**config.mk**
```make
export PLATFORM = sky130hd
export DESIGN_NAME = reg_file_2r1w
export DESIGN_NICKNAME = d
export VERILOG_FILES = /design/src/rtl/reg_file_pkg.sv /design/src/rtl/reg_file_rd_port.sv /design/src/rtl/reg_file_2r1w.sv
export SDC_FILE = /design/constraint.sdc
export NUM_CORES = 1
export LEC_CHECK = 0
export CORE_ASPECT_RATIO = 1.4
export CORE_MARGIN = 2
export CORE_UTILIZATION = 51
export DETAILED_ROUTE_END_ITERATION = 16
export PLACE_DENSITY = 0.74
export SYNTH_ARGS = -nofsm -noshare
export SYNTH_HDL_FRONTEND = slang
export SYNTH_HIERARCHICAL = 1
export SYNTH_SLANG_ARGS = --single-unit
```
**constraint.sdc**
```tcl
create_clock -name CLK -period 4.37 [get_ports CLK]
set_clock_uncertainty 0.1 [all_clocks]
set_input_delay 0.874 -clock CLK [delete_from_list [all_inputs] [get_ports CLK]]
set_output_delay 0.874 -clock CLK [all_outputs]
set_load 0.005 [all_outputs]
```
**src/rtl/reg_file_pkg.sv**
```systemverilog
// reg_file_pkg: default geometry and clear-FSM state encoding for the 2R1W register file.
package reg_file_pkg;
  localparam int DEF_WIDTH = 16;
  localparam int DEF_DEPTH = 8;
  localparam int DEF_ADDR_W = 3;
  typedef enum logic {IDLE = 1'b0, CLEARING = 1'b1} clr_state_t;
endpackage

```
**src/rtl/reg_file_rd_port.sv**
```systemverilog
// reg_file_rd_port: one read port -- range check, write-first bypass merge, registered output.
module reg_file_rd_port #(
  parameter int WIDTH = 16,
  parameter int DEPTH = 8,
  parameter int ADDR_W = 3
) (
  input  logic              clk,
  input  logic              rst_n,
  input  logic              en,
  input  logic [ADDR_W-1:0] addr,
  input  logic [WIDTH-1:0]  mem_data,
  input  logic              wr_hit,
  input  logic [WIDTH-1:0]  wr_data,
  input  logic [WIDTH/8-1:0] wr_be,
  output logic [WIDTH-1:0]  data,
  output logic              valid,
  output logic              err
);
  localparam logic [ADDR_W:0] DEPTH_L = (ADDR_W+1)'(DEPTH);
  logic oor;
  logic [WIDTH-1:0] merged;
  always_comb begin
    oor = {1'b0, addr} >= DEPTH_L;
    err = en && oor;
    merged = mem_data;
    for (int i = 0; i < WIDTH/8; i++)
      merged[8*i+:8] = (wr_hit && wr_be[i]) ? wr_data[8*i+:8] : mem_data[8*i+:8];
  end
  always_ff @(posedge clk or negedge rst_n)
    if (!rst_n) begin
      data <= '0;
      valid <= 1'b0;
    end else begin
      valid <= en;
      if (en) data <= oor ? '0 : merged;
    end
endmodule

```
**src/rtl/reg_file_2r1w.sv**
```systemverilog
// reg_file_2r1w: byte-enabled 2-read/1-write register file with sequential clear and sticky range error.
module reg_file_2r1w
  import reg_file_pkg::*;
#(
  parameter int WIDTH = DEF_WIDTH,
  parameter int DEPTH = DEF_DEPTH,
  parameter int ADDR_W = DEF_ADDR_W
) (
  input  logic               CLK,
  input  logic               RST,
  input  logic               WR_EN,
  input  logic [ADDR_W-1:0]  WR_ADDR,
  input  logic [WIDTH-1:0]   WR_DATA,
  input  logic [WIDTH/8-1:0] WR_BE,
  input  logic               RD_EN_A,
  input  logic               RD_EN_B,
  input  logic [ADDR_W-1:0]  RD_ADDR_A,
  input  logic [ADDR_W-1:0]  RD_ADDR_B,
  output logic [WIDTH-1:0]   RD_DATA_A,
  output logic [WIDTH-1:0]   RD_DATA_B,
  output logic               RD_VALID_A,
  output logic               RD_VALID_B,
  input  logic               CLR,
  output logic               BUSY,
  output logic               ERR
);
  localparam int NB = WIDTH/8;
  localparam logic [ADDR_W:0] DEPTH_L = (ADDR_W+1)'(DEPTH);
  localparam logic [ADDR_W-1:0] LAST = ADDR_W'(DEPTH-1);
  logic [WIDTH-1:0] mem [DEPTH];
  clr_state_t state;
  logic [ADDR_W-1:0] clr_idx;
  logic idle, wr_oor, wr_ok, rd_a, rd_b, err_a, err_b, hit_a, hit_b;
  logic [WIDTH-1:0] mem_a, mem_b;
  always_comb begin
    idle = state == IDLE;
    wr_oor = {1'b0, WR_ADDR} >= DEPTH_L;
    wr_ok = idle && WR_EN && !CLR && !wr_oor;
    rd_a = idle && RD_EN_A;
    rd_b = idle && RD_EN_B;
    hit_a = wr_ok && WR_ADDR == RD_ADDR_A;
    hit_b = wr_ok && WR_ADDR == RD_ADDR_B;
    mem_a = mem[RD_ADDR_A];
    mem_b = mem[RD_ADDR_B];
  end
  // Starting a clear wipes ERR, but a range error seen at that same edge is still recorded.
  always_ff @(posedge CLK or negedge RST)
    if (!RST) begin
      state <= IDLE;
      clr_idx <= '0;
      BUSY <= 1'b0;
      ERR <= 1'b0;
    end else if (idle) begin
      if (CLR) begin
        state <= CLEARING;
        clr_idx <= '0;
        BUSY <= 1'b1;
      end
      ERR <= (ERR && !CLR) | (WR_EN && !CLR && wr_oor) | err_a | err_b;
    end else begin
      clr_idx <= clr_idx + 1'b1;
      if (clr_idx == LAST) begin
        state <= IDLE;
        BUSY <= 1'b0;
      end
    end
  always_ff @(posedge CLK or negedge RST)
    if (!RST) begin
      for (int i = 0; i < DEPTH; i++) mem[i] <= '0;
    end else if (!idle) begin
      mem[clr_idx] <= '0;
    end else if (wr_ok) begin
      for (int b = 0; b < NB; b++)
        if (WR_BE[b]) mem[WR_ADDR][8*b+:8] <= WR_DATA[8*b+:8];
    end
  reg_file_rd_port #(.WIDTH(WIDTH), .DEPTH(DEPTH), .ADDR_W(ADDR_W)) u_rd_a (
    .clk(CLK), .rst_n(RST), .en(rd_a), .addr(RD_ADDR_A), .mem_data(mem_a),
    .wr_hit(hit_a), .wr_data(WR_DATA), .wr_be(WR_BE),
    .data(RD_DATA_A), .valid(RD_VALID_A), .err(err_a)
  );
  reg_file_rd_port #(.WIDTH(WIDTH), .DEPTH(DEPTH), .ADDR_W(ADDR_W)) u_rd_b (
    .clk(CLK), .rst_n(RST), .en(rd_b), .addr(RD_ADDR_B), .mem_data(mem_b),
    .wr_hit(hit_b), .wr_data(WR_DATA), .wr_be(WR_BE),
    .data(RD_DATA_B), .valid(RD_VALID_B), .err(err_b)
  );
endmodule

```
Yosys cells after proc, flatten, opt, wreduce, memory -nomap -nowiden
Index checks and enable logic that the tools add are counted.

operators by class
  muxes and demuxes = 32
  reduce and logical (&&, ||, !) cells = 17
  $add $sub $neg = 1
  bitwise operators = 7
  magnitude comparators = 6
  equal/unequal tests = 4

operator list
  operator                                            count
  two-way mux 128 bit                                 6
  bitwise mux 128 bit                                 2
  demux 16 bit (select 3 bit)                         3
  bitwise AND 128 bit                                 1
  inverter 128 bit                                    1
  binary-select mux 16 bit (select 3 bit)             2
  two-way mux 16 bit                                  6
  two-way mux 8 bit                                   5
  >= comparator 4 bit, second input constant          4
  inverter 3 -> 4 bit                                 4
  logical AND 1 bit                                   13
  < comparator 4 x 1 -> 1 bit, second input constant  2
  == test 3 bit                                       2
  two-way mux 1 bit                                   6
  two-way mux 3 bit                                   2
  nonzero test 2 bit                                  2
  adder 3 x 1 -> 3 bit, second input constant         1
  == test 3 bit, second input constant                1
  != test 2 x 1 -> 1 bit, second input constant       1
  AND reduction 2 bit                                 1
  logical NOT 1 bit                                   1
  inverter 1 bit                                      1

storage, ports and cells
  bits in registers = 168

Longest topological paths before layout
  word-level depth = 13
  gate-level depth with buffers = 8
  gate-level depth less buffers = 5

By module
The synthesis kept the hierarchy.

modules (own cells, without submodules)
  module            sequential area each (µm²)  area an instance (µm²)  times used  cells each
  reg_file_2r1w     3353.2                      7312.0                  1           518
  reg_file_rd_port  425.4                       925.9                   2           93

Worst setup path before layout
OpenSTA, ideal clock, no wires.

  path type = input to register
  start = input port RD_ADDR_A[2]
  end = register u_rd_a.data[4]
  arrival = 2.663 ns
  library setup time = 0.141 ns
  path slack = 1.466 ns
  path buffers = 3
  stages = 8
  cells stage by stage = clkbuf_1 -> buf_1 -> xnor2_1 -> nand2_1 -> nor4_1 -> buf_4 -> a21bo_2 -> a31oi_1

RTL lines
  element               line                    RTL
  from (decl)           reg_file_2r1w.sv:17     input logic [ADDR_W-1:0] RD_ADDR_A,
  == test 3 bit         reg_file_2r1w.sv:41     hit_a = wr_ok && WR_ADDR == RD_ADDR_A;
  logical AND 1 bit     reg_file_2r1w.sv:41
  via hit_a             reg_file_2r1w.sv:33     logic idle, wr_oor, wr_ok, rd_a, rd_b, err_a, err_b, hit_a, hit_b;
  logical AND 1 bit     reg_file_rd_port.sv:27  merged[8*i+:8] = (wr_hit && wr_be[i]) ? wr_data[8*i+:8] : mem_data[8*i+:8];
  two-way mux 8 bit     reg_file_rd_port.sv:27
  to (signal assigned)  reg_file_rd_port.sv:35  if (en) data <= oor ? '0 : merged;
  to (decl)             reg_file_rd_port.sv:15  output logic [WIDTH-1:0] data,

The timed path passes the listed nets, and every way through them passes these cells. The select of a mux whose other input is x is not followed.
A chain may end at the register's enable or synchronous reset.

Worst setup path after layout
  start = input port WR_ADDR[0]
  end = register mem[66] (netlist name)

between the ends
  cells in the longest elaborated chain, start to end = 13

RTL lines
  element                                                                                   line                 RTL
  from (decl)                                                                               reg_file_2r1w.sv:12  input logic [ADDR_W-1:0] WR_ADDR,
  inverter 3 -> 4 bit (not written as such) *                                               reg_file_2r1w.sv:74  if (WR_BE[b]) mem[WR_ADDR][8*b+:8] <= WR_DATA[8*b+:8];
  >= comparator 4 bit (not written as such) or < comparator 4 x 1 -> 1 bit (tied branches)  reg_file_2r1w.sv:74
  logical AND 1 bit (not written as such)                                                   reg_file_2r1w.sv:74
  two-way mux 8 bit (not written as such)                                                   reg_file_2r1w.sv:74
  demux 16 bit (select 3 bit)                                                               reg_file_2r1w.sv:74
  bitwise mux 128 bit                                                                       reg_file_2r1w.sv:74
  two-way mux 128 bit                                                                       reg_file_2r1w.sv:74
  two-way mux 128 bit                                                                       reg_file_2r1w.sv:72  end else if (wr_ok) begin
  two-way mux 128 bit                                                                       reg_file_2r1w.sv:70  end else if (!idle) begin
  bitwise mux 128 bit                                                                       reg_file_2r1w.sv:74
  two-way mux 128 bit *                                                                     reg_file_2r1w.sv:74
  two-way mux 128 bit *                                                                     reg_file_2r1w.sv:72
  two-way mux 128 bit *                                                                     reg_file_2r1w.sv:70
  to (signal, indexed assignment)                                                           reg_file_2r1w.sv:74
  to (decl)                                                                                 reg_file_2r1w.sv:30  logic [WIDTH-1:0] mem [DEPTH];

Mark *: on every way between the ends. The rest lies on a longest branch, timed or not. The select of a mux whose other input is x is not followed.

==> impl_metrics.env <==
export IMPL_crit_arrival_ns=3.32
export IMPL_firstDrtPassIters=7
export IMPL_gp_congestion=0.8910
export IMPL_routed_wl_mm=27.04
export IMPL_netlist_area_um2=9164
export IMPL_grt_pass1_vias=7207
export IMPL_p_leak_nw=4.382
export IMPL_ir_drop_mv=0.2984
export IMPL_p_sw_share_pct=34.20
export IMPL_cp_max_fo=21
export IMPL_holdBufCountCts=0
export IMPL_pin_count=69
export IMPL_worstMarginPinSlew_ns=1.316
export IMPL_yosysUniqueCellTypes=47
export IMPL_synthArstFlopShare_pct=100.0
export IMPL_clkLatencyLatePin_ns=0.44
export IMPL_max_stage_delay_ns=1.04
export IMPL_post_dp_hpwl_mm=17.94
export IMPL_core_um2=17780
export IMPL_cts_resized_gates=0
export IMPL_rows=58
export IMPL_vias=6903
export IMPL_grt_antenna_before_repair=0
export IMPL_die_h_um=162.6
export IMPL_layout_nets=771
export IMPL_cp_cell_sequence="clkdlybuf4s50_1 -> nor4bb_1 -> o22ai_1 -> o2bb2ai_1"
export IMPL_p_clk_share_pct=27.4
export IMPL_drc=0
export IMPL_hp_class="reg2reg"
export IMPL_rsz0062_at_grt="false"
export IMPL_diodes=0
export IMPL_grt_pass1_wl_mm=42.13
export IMPL_setup_viol=0
export IMPL_drive_gt1_share_pct=26.47
export IMPL_synth_edf_count=0
export IMPL_viasPerCell=6.987
export IMPL_io_buffers=68
export IMPL_clockBufferDepth=2
export IMPL_clkSlewWorstSetupHoldPaths_ns=0.06
export IMPL_ys_ff_latch=168
export IMPL_htreeDepth=4
export IMPL_fillers=1435
export IMPL_register_area_um2=4204
export IMPL_overflow=0
export IMPL_fmax_mhz=326.4
export IMPL_status="finished, final reports clean"
export IMPL_p_per_area_nw_per_um2=488.5
export IMPL_startpoint_type="input pin"
export IMPL_power_mw=5.096
export IMPL_syn_area_per_cell_um2=13.02
export IMPL_antenna_left=0
export IMPL_criticalPathCategory="in2reg"
export IMPL_pwr_share_comb_pct=31.0
export IMPL_synth_fp_nets=739
export IMPL_hold_viol=0
export IMPL_ys_warn_count=6
export IMPL_synth_cells=704
export IMPL_tns_ns=0
export IMPL_clock_sinks=168
export IMPL_cp_data_required_time_ns=4.63
export IMPL_grt_usage_pct=30.09
export IMPL_synth_ff_type="dfrtp_1"
export IMPL_cts_buffers=17
export IMPL_die_area_um2=19070
export IMPL_final_common_cell="dfrtp_1"
export IMPL_p_int_mw=3.353
export IMPL_drtIter0Drc=765
export IMPL_p_switching_mw=1.743
export IMPL_crit_slowest_cell="o22ai_1"
export IMPL_area_growth_syn_to_layout_pct=13.86
export IMPL_drv_cap=0
export IMPL_finalCritPeriodShare_pct=70.10
export IMPL_finalMaxSlewViolations=0
export IMPL_ys_seq_area_share_pct=45.88
export IMPL_layout_common_cells="dfrtp_1, a22o_1, clkdlybuf4s50_1, mux4_2, nor2_1"
export IMPL_multi_input_area_um2=4536
export IMPL_wl_per_cell_um=27.37
export IMPL_cts_tree="yes"
export IMPL_grt_max_degree=100
export IMPL_worstSetupEndpointType="register"
export IMPL_start_util_pct=51.54
export IMPL_fin_crit_ns=3.064
export IMPL_die_w_um=117.3
export IMPL_seqPwrFrac_pct=41.6
export IMPL_cts_root_buf="clkbuf_16"
export IMPL_slew_headroom_pct=12.26
export IMPL_post_cts_buffers=0
-- registers in the layout, summed over array words and instances, names as in the netlist --
signal,count
BUSY,1
ERR,1
clr_idx,3
mem,128
state,1
u_rd_a/data,16
u_rd_a/valid,1
u_rd_b/data,16
u_rd_b/valid,1
-- stage by stage --
step           std cells  hold slack [ns]  area, um2  util (%)  setup slack [ns]
2_1_floorplan        704           0.3674       9164         -             1.466
3_3_place_gp         957           0.3828       9894     55.65            0.9815
6_report             988           0.4156      10430     58.68             1.307
5_1_grt              988           0.4272      10430     58.68             1.254
3_5_place_dp         957           0.3983       9894     55.65            0.9153
4_1_cts              988           0.4164      10430     58.68             1.356
-- logic make-up (layout without fill, tap and decap cells) --
kind of cell / count (synthesis) / in the layout / synth area share [%]
xor+xnor: 6 / 6 / 0.5735
fa+ha+maj: 2 / 2 / 0.2730
compound gates: 215 / 215 / 19.85
flops: 168 / 168 / 45.88
other cells: 2 / 2 / 0.08195
simple gates: 138 / 138 / 8.861
mux: 96 / 96 / 19.66
buf+inv: 77 / 121 / 4.820
-- Yosys cell counts (2+ instances only) --
master     instances  area share [%]
nor3_2             3            0.33
a21bo_1            8            0.87
o22ai_1           12            0.82
a31oi_1           32             2.2
nand2_1           10            0.41
and4bb_2           2            0.27
nand4bb_1          2            0.25
mux4_2            64              16
nor4bb_1           4            0.44
buf_4              9            0.74
o21ai_0            2            0.11
nor4b_2            3            0.49
nand2b_1           2            0.14
a22o_1            98             9.4
mux2_2            32             3.9
nor2_2             2            0.14
buf_1             15            0.61
buf_6              9             1.1
dfrtp_1          168              46
nand3b_1           2            0.16
and3b_1            2            0.19
nor4_1             3            0.20
conb_1             2           0.082
and3_1             4            0.27
nand3_1           41             2.2
xor2_1             2            0.19
xnor2_1            4            0.38
o2bb2ai_1         32             3.1
ha_1               2            0.27
o22ai_2            5            0.68
inv_1              2           0.082
a21bo_2           24             2.6
nor2_1            43             1.8
buf_2             23             1.3
buf_8              2            0.33
clkbuf_1          17            0.70
nor2b_1            6            0.41
nor3b_2            2            0.27
-- area by class of cell --
| class | instances | share of cell area (%) |
|---|---|---|
| multi-input cells | 459 | 43.47 |
| flip-flops and latches | 168 | 40.29 |
| repair buffers | 88 | 8.118 |
| clock buffers | 18 | 4.209 |
| well taps | 240 | 2.878 |
| clock inverters | 13 | 0.9593 |
| inverters | 2 | 0.07195 |
-- final timing paths --
| path | slack [ns] | to | depth (start not counted) | from |
|---|---|---|---|---|
| max | 1.31 | mem[66]$_DFFE_PN0P_ | 4 | WR_ADDR[0] |
| min | 0.42 | mem[18]$_DFFE_PN0P_ | 1 | mem[18]$_DFFE_PN0P_ |
| max reg2reg | 1.45 | mem[52]$_DFFE_PN0P_ | 3 | state$_DFF_PN0_ |
| min reg2reg | 0.42 | mem[18]$_DFFE_PN0P_ | 1 | mem[18]$_DFFE_PN0P_ |
| max in group asynchronous | 2.85 | mem[25]$_DFFE_PN0P_ | 2 | RST |
| min in group asynchronous | 0.44 | mem[74]$_DFFE_PN0P_ | 1 | RST |
-- worst max-delay path, delay by kind of cell --
family	cells	cell delay, ns
buffers and inverters	1	0.84
and+or+nand+nor	1	0.36
AOI/OAI and AO/OA	2	1.24
-- routing by layer --
metal / vias to the layer above / track usage [%] / share of wire, %
li1: 2850 / - / -
met1: 3544 / 36.78 / 36
met2: 407 / 48.01 / 50
met3: 102 / 6.699 / 7.5
met4: 0 / 18.72 / 6.8
met5: - / 0 / 0
-- power by group through the flow --
stage | clock (mW) | combinational, mW | sequential (mW)
2_1_floorplan | 0 | 0.907 | 2.04
3_3_place_gp | 0 | 1.53 | 2.12
3_5_place_dp | 0 | 1.56 | 2.14
4_1_cts | 1.41 | 1.57 | 2.12
5_1_grt | 1.47 | 1.70 | 2.15
6_report | 1.39 | 1.58 | 2.12
No activity file was read; power rests on OpenSTA's default activity.
